**src/rtl/seed_key_sched_if.sv**
```systemverilog
// Key-schedule bus: start/key load, G-function operand/result, and the
// round-key valid/ready handoff. The sequencer takes the slave side.
interface seed_key_sched_if;
  logic         start;
  logic [127:0] key;
  logic [31:0]  g_in;
  logic [31:0]  g_out;
  logic         key_valid;
  logic         key_ready;
  logic [3:0]   key_idx;
  logic [31:0]  key0;
  logic [31:0]  key1;
  logic         busy;
  logic         done;

  modport master (
    output start, key, g_out, key_ready,
    input  g_in, key_valid, key_idx, key0, key1, busy, done
  );

  modport slave (
    input  start, key, g_out, key_ready,
    output g_in, key_valid, key_idx, key0, key1, busy, done
  );
endinterface

```
**src/rtl/seed_key_sched.sv**
```systemverilog
// SEED-128 key-schedule sequencer. Derives ROUNDS round-key pairs from a
// 128-bit user key using one shared external G function, evaluated twice per
// round, and hands each pair out over a valid/ready handshake.
// Optional build macro SEED_KS_GREG_EN: the G path is treated as registered,
// so each G evaluation gets a wait state and i_G_Out is taken at its end.
module seed_key_sched #(
  parameter logic [31:0] KC_INIT = 32'h9E3779B9,
  parameter int unsigned ROUNDS  = 16
) (
  input logic            clk,
  input logic            rst,
  seed_key_sched_if.slave bus
);

  typedef enum logic [2:0] {
    IDLE = 3'd0,
    G0   = 3'd1,
    G0W  = 3'd2,
    G1   = 3'd3,
    G1W  = 3'd4,
    OUT  = 3'd5,
    DONE = 3'd6
  } state_t;

  localparam logic [3:0] LAST_IDX = 4'(ROUNDS - 1);

  state_t      state;
  state_t      next;
  logic [31:0] a;
  logic [31:0] b;
  logic [31:0] c;
  logic [31:0] d;
  logic [31:0] kc;
  logic [3:0]  idx;
  logic [31:0] key0_q;
  logic [31:0] key1_q;
  logic        cap0;
  logic        cap1;

  // State register
  always_ff @(posedge clk or posedge rst) begin
    if (rst) state <= IDLE;
    else     state <= next;
  end

  // Next-state, G operand and handshake outputs
  always_comb begin
    next          = state;
    bus.g_in      = '0;
    bus.key_valid = 1'b0;
    bus.done      = 1'b0;
    bus.busy      = 1'b1;
    cap0          = 1'b0;
    cap1          = 1'b0;
    case (state)
      IDLE: begin
        bus.busy = 1'b0;
        if (bus.start) next = G0;
      end
      G0: begin
        bus.g_in = a + c - kc;
`ifdef SEED_KS_GREG_EN
        next = G0W;
`else
        cap0 = 1'b1;
        next = G1;
`endif
      end
      G0W: begin
        bus.g_in = a + c - kc;
        cap0     = 1'b1;
        next     = G1;
      end
      G1: begin
        bus.g_in = b - d + kc;
`ifdef SEED_KS_GREG_EN
        next = G1W;
`else
        cap1 = 1'b1;
        next = OUT;
`endif
      end
      G1W: begin
        bus.g_in = b - d + kc;
        cap1     = 1'b1;
        next     = OUT;
      end
      OUT: begin
        bus.key_valid = 1'b1;
        if (bus.key_ready) next = (idx == LAST_IDX) ? DONE : G0;
      end
      DONE: begin
        bus.busy = 1'b0;
        bus.done = 1'b1;
        next     = IDLE;
      end
      default: next = IDLE;
    endcase
  end

  // Key halves, round constant, round index and captured G results
  always_ff @(posedge clk or posedge rst) begin
    if (rst) begin
      a      <= '0;
      b      <= '0;
      c      <= '0;
      d      <= '0;
      kc     <= '0;
      idx    <= '0;
      key0_q <= '0;
      key1_q <= '0;
    end else begin
      if (state == IDLE && bus.start) begin
        a   <= bus.key[127:96];
        b   <= bus.key[95:64];
        c   <= bus.key[63:32];
        d   <= bus.key[31:0];
        kc  <= KC_INIT;
        idx <= '0;
      end
      if (cap0) key0_q <= bus.g_out;
      if (cap1) key1_q <= bus.g_out;
      if (state == OUT && bus.key_ready) begin
        // Round parity is idx[0]: even idx rotates {A,B} right, odd rotates {C,D} left.
        if (!idx[0]) begin
          a <= {b[7:0], a[31:8]};
          b <= {a[7:0], b[31:8]};
        end else begin
          c <= {c[23:0], d[31:24]};
          d <= {d[23:0], c[31:24]};
        end
        kc  <= {kc[30:0], kc[31]};
        idx <= idx + 4'd1;
      end
    end
  end

  assign bus.key_idx = idx;
  assign bus.key0    = key0_q;
  assign bus.key1    = key1_q;

endmodule

```
**src/flat_wrapper.sv**
```systemverilog
// flat-port wrapper written by rule: the top's interface ports become plain ports
module seed_key_sched_flat 
#(
  parameter logic [31:0] KC_INIT = 32'h9E3779B9,
  parameter int unsigned ROUNDS  = 16
)
  (clk, rst, bus_start, bus_key, bus_g_out, bus_key_ready, bus_g_in, bus_key_valid, bus_key_idx, bus_key0, bus_key1, bus_busy, bus_done);
  seed_key_sched_if bus_i ();
  input logic clk;
  input logic rst;
  input wire logic [$bits(bus_i.start)-1:0] bus_start;
  input wire logic [$bits(bus_i.key)-1:0] bus_key;
  input wire logic [$bits(bus_i.g_out)-1:0] bus_g_out;
  input wire logic [$bits(bus_i.key_ready)-1:0] bus_key_ready;
  output wire logic [$bits(bus_i.g_in)-1:0] bus_g_in;
  output wire logic [$bits(bus_i.key_valid)-1:0] bus_key_valid;
  output wire logic [$bits(bus_i.key_idx)-1:0] bus_key_idx;
  output wire logic [$bits(bus_i.key0)-1:0] bus_key0;
  output wire logic [$bits(bus_i.key1)-1:0] bus_key1;
  output wire logic [$bits(bus_i.busy)-1:0] bus_busy;
  output wire logic [$bits(bus_i.done)-1:0] bus_done;
  assign bus_i.start = bus_start;
  assign bus_i.key = bus_key;
  assign bus_i.g_out = bus_g_out;
  assign bus_i.key_ready = bus_key_ready;
  assign bus_g_in = bus_i.g_in;
  assign bus_key_valid = bus_i.key_valid;
  assign bus_key_idx = bus_i.key_idx;
  assign bus_key0 = bus_i.key0;
  assign bus_key1 = bus_i.key1;
  assign bus_busy = bus_i.busy;
  assign bus_done = bus_i.done;
  seed_key_sched #(.KC_INIT(KC_INIT), .ROUNDS(ROUNDS)) u_core (.clk(clk), .rst(rst), .bus(bus_i));
endmodule
```
**config.mk**
```make
export PLATFORM = sky130hd
export DESIGN_NAME = seed_key_sched_flat
export DESIGN_NICKNAME = d
export VERILOG_FILES = /design/src/rtl/seed_key_sched_if.sv /design/src/rtl/seed_key_sched.sv /design/src/flat_wrapper.sv
export SDC_FILE = /design/constraint.sdc
export NUM_CORES = 1
export LEC_CHECK = 0
export CORE_ASPECT_RATIO = 0.75
export CORE_MARGIN = 10
export CORE_UTILIZATION = 42
export CTS_CLUSTER_DIAMETER = 80
export CTS_CLUSTER_SIZE = 25
export DETAILED_ROUTE_END_ITERATION = 16
export PLACE_DENSITY = 0.66
export SYNTH_ARGS = -nofsm -noshare
export SYNTH_HDL_FRONTEND = slang
export SYNTH_SLANG_ARGS = --single-unit
```
**constraint.sdc**
```tcl
create_clock -name clk -period 9.5 [get_ports clk]
set_input_delay 1.425 -clock clk [delete_from_list [all_inputs] [get_ports clk]]
set_output_delay 1.425 -clock clk [all_outputs]
set_load 0.01 [all_outputs]
```
* Yosys cells after proc, flatten, opt, wreduce, memory -nomap -nowiden
Index checks and enable logic that the tools add are counted.
Widths: inputs -> output; s select.
** Storage, ports and cells
- Memories :: 0
- Register bits after elaboration :: 231
- Output and inout bits :: 103
- Input bits :: 164
- Bits in latches :: 0
- Bits in read-only memories :: 0
- Memory bits (writable) :: 0
** Operators by class
- $add $sub $neg :: 5
- Equality and inequality tests :: 9
- Reduce and logical (&&, ||, !) cells :: 8
- Mux-type cells :: 26
- Divide/modulo/power cells :: 0
- Shifts and indexed selects :: 0
- Order comparisons :: 0
- Bitwise logic cells :: 0
- $mul :: 0
** Operator list (count)
- $mux 32 :: 14
- $add 32x32->32 :: 2
- $pmux 32 s2 :: 1
- $sub 32x32->32 :: 2
- $pmux 3 s4 :: 1
- $eq 3x3->1 const B :: 3
- $mux 3 :: 3
- $mux 4 :: 2
- $eq 3x2->1 const B :: 2
- $reduce_or 2->1 :: 3
- $mux 1 :: 5
- $add 4x1->4 const B :: 1
- $eq 4x4->1 const B :: 1
- $ne 2x2->1 const B :: 2
- $eq 3x1->1 const B :: 1
- $logic_not 3->1 :: 1
- $logic_and 1x1->1 :: 2
- $reduce_and 2->1 :: 1
- $reduce_bool 2->1 :: 1

* Longest topological paths before layout
- Word-level depth :: 5
- Gate-level depth with buffers :: 15
- Mapped depth without buffers :: 15

* Worst setup path before layout
No wires, ideal clock.
- Kind :: register -> output
- Start point :: reg u_core.kc[10]
- End point :: out bus_g_in[29]
- Stages on the path, launching flop included :: 14
- Setup slack :: 4.981 ns
- Data arrival time :: 3.094 ns
- Required time :: 8.075 ns
- Path buffers :: 0
- Cell sequence :: dfrtp_1 > inv_1 > fa_1 > inv_1 > ha_1 > and3_1 > o211a_1 > a21oi_1 > o21ai_1 > a21oi_1 > a211o_1 > o31ai_1 > mux2_1 > o211ai_1
** On the way
- Cells in the longest elaborated chain, start to end :: 2
- Elaborated cells between the ends (all ways) :: 3
- Those cells by class :: 2 x add/sub; 1 x mux
** RTL lines
- start, declared :: RTL line seed_key_sched.sv:33 : logic [31:0] kc;
- start signal, assigned :: RTL line seed_key_sched.sv:132 : kc <= {kc[30:0], kc[31]};
- $add 32x32->32 or $sub 32x32->32 (tied branches)
- $pmux 32 s2 * :: RTL line seed_key_sched.sv:55 : case (state)
- end, declared :: RTL line flat_wrapper.sv:15 : output wire logic [$bits(bus_i.g_in)-1:0] bus_g_in;
Every way passes the cells marked *; elsewhere a longest branch is shown, timed or not.

* Worst setup path in the final report
- Start point :: reg u_core.kc[4]
- End point :: out bus_g_in[29]
The elaborated chain is that of the path after synthesis.

==> out/results.txt <==
Via Count: 13700
Die Y: 185 um
site row count: 60
initial drt markers: 1397
Synth area leaders: dfrtp_1 (38%), fa_1 (8.1%), nand2_1 (7.4%)
most frequent cells after synthesis: nand2_1 (302), inv_1 (257), dfrtp_1 (231), a21oi_1 (216), nor2_1 (189)
Fmax achieved: 0.158 GHz
Non-Filler Instances: 2537
Clock Pin Slew Worst Setup and Hold Paths: 110 ps
Async SR Flop Fraction: 100%
Synth Instances: 1875
Pre-antenna DRT Iters: 6
Final Cycle Share: 66.5%
Crit. End Element: output port
Warnings, synthesis: 0
vias in the first global route: 13200
post-DR vias/cell: 5.41
Initial Utilization: 42.6%
R2R depth: 6
core area: 36000 um^2
Final Util: 52.3%
TritonCTS Buffers: 15
root buffer cell: clkbuf_16
status: finished, final reports clean
Placer Congestion: 0.945
Tot GR Track Use: 24.8%
worst-path cell chain: inv_1, fa_1, inv_1, ha_1, o211ai_1, o211ai_1, a21oi_1, o21ai_1, a21oi_1, a211o_1, o31ai_1, mux2_1, o211ai_1, clkdlybuf4s50_1
Post-DP Area: 18300 um^2
Die X: 241 um
die area: 44600 um^2
I/O Buffers: 266
most frequent CP cell: o211ai_1
kind of critical path: flop to output port
FF+latch count, synth: 231
CP max FO: 5
CP Capture Point: bus_g_in[29]
register area share after synthesis: 37.7%
syn_area_per_cell: 8.17 um^2
number of setup buffers added after CTS: 0
max cap viols: 0
post-route cell area: 18800 um^2
Post-synth EDFFs: 0
CP startpoint kind: flop
CP Launch Point: u_core.kc[4]$_DFFE_PP0P_
worst reg-to-reg setup slack: 6330 ps
DRC violations left: 0
CP required: 8080 ps
Area growth syn-to-layout: 22.7%
clock sinks: 231
Setup Skew: 42.2 ps
Final min period: 6320 ps
Clock Latency Late Sink: 530 ps
Final TNS setup: 0 ps
num ports: 267
WL/cell: 22.3 um
Slowest Stage Delay on Critical Path: 580 ps
HPWL after detailed placement: 44600 um
Overflow after GRT: 0
layout cells sized above 1: 2.80%
initial antenna violation count: 3
WL final: 56500 um
Final ANT Viol Nets: 0
Final Hold Viols: 0
Final Slew Violations: 0
worst hold path type: flop to flop
Final setup viols: 0
CTS resizes: 0
largest net degree at the start of global routing: 215
Slew headroom: 21.7%
Slowest-stage cell, CP: clkdlybuf4s50_1
total placed cells including tap cells: 2512
Yosys top cell area share: 37.7%
RSZ-0062 raised after global routing: false
Hold-fix buffers, CTS: 0
Reg-to-Reg Start: u_core.state[2]$_DFFE_PP0P_
CTS tree: yes
H-tree levels: 1
reg-to-reg endpoint: u_core.d[4]$_DFF_PP0_
Synth cell types: 65
Worst-Margin Slew: 1170 ps
syn_nets: 2166
global-route wire length before repair: 83600 um
Top FF cell, synth: dfrtp_1
critical path arrival: 4890 ps
NumNets Final: 2355
count leader, synth: nand2_1
Post-Syn Area: 15300 um^2
cell accounting for the most synthesized area: dfrtp_1
clock buffer depth: 3
[layout by cell type (no fill, tap or decap), types with 10 or more instances in the layout]
cell type / n
a21oi_1: 215
o22ai_1: 37
ha_1: 65
xor2_1: 30
inv_1: 256
nor2_1: 189
a211oi_1: 35
clkbuf_16: 15
a21o_1: 32
dfrtp_1: 231
buf_4: 10
nand2b_1: 11
o21ai_0: 113
xnor2_1: 32
nand2_1: 302
mux2i_1: 36
fa_1: 62
clkdlybuf4s50_1: 266
[layout make-up]
cell class	count	area, um^2
Antenna cell	2	5.00
Clock buffer	15	375
Clock inverter	8	121
Fill cell	3407	17200
Inverter	257	972
Multi-Input combinational cell	1282	8200
Sequential cell	231	5780
Tap cell	465	582
Timing Repair Buffer	277	2760
[worst max-delay path: cells and delay by family (launching register included)]
kind	cells	cell delay, ps
buf+inv	3	730
mux	1	360
flops	1	410
compound gates	8	1940
fa+ha+maj	2	900
[cell families after synthesis]
kind of cell | count (synthesis) | synth area share, %
and+or+nand+nor | 554 | 14.7
muxes | 37 | 2.43
buffers and inverters | 362 | 9.06
DFF | 231 | 37.7
adders and majority gates | 127 | 13.4
xor gates and xnor gates | 62 | 3.54
AOI/OAI and AO/OA | 502 | 19.1
[metrics by stage]
step / hold WS [ps] / setup slack, ps
3_3_place_gp: 450 / 3850
5_1_grt: 498 / 3020
6_report: 475 / 3180
3_5_place_dp: 455 / 3870
2_1_floorplan: 450 / 1740
4_1_cts: 478 / 3260
[how the worst min path moves through the flow]
stage | slack [ps] | cells after the start | from | to
floorplan | 450 | 2 | u_core.c[23]$_DFF_PP0_ | u_core.c[31]$_DFF_PP0_
global placement | 450 | 2 | u_core.bus.key1[9]$_DFFE_PP0P_ | u_core.bus.key1[9]$_DFFE_PP0P_
detailed placement | 450 | 2 | u_core.bus.key1[11]$_DFFE_PP0P_ | u_core.bus.key1[11]$_DFFE_PP0P_
CTS | 480 | 2 | u_core.bus.key1[9]$_DFFE_PP0P_ | u_core.bus.key1[9]$_DFFE_PP0P_
global route | 500 | 2 | u_core.bus.key0[24]$_DFFE_PP0P_ | u_core.bus.key0[24]$_DFFE_PP0P_
finish | 470 | 2 | u_core.bus.key1[8]$_DFFE_PP0P_ | u_core.bus.key1[8]$_DFFE_PP0P_
[state kept, by name, indices dropped and copies added, names as in the netlist]
signal / cells
u_core.bus.key_idx: 4
u_core.c: 32
u_core.a: 32
u_core.b: 32
u_core.bus.key1: 32
u_core.state: 3
u_core.d: 32
u_core.bus.key0: 32
u_core.kc: 32
[routing by layer]
layer	GRT usage (%)	part of all wire [%]
met5	0	0.023
met4	6.09	2.5
met3	8.48	11
met2	35.6	42
met1	35.0	44
Power is not shown: default switching activity piles up to over one toggle a cycle in this logic, so the estimate is an artifact.
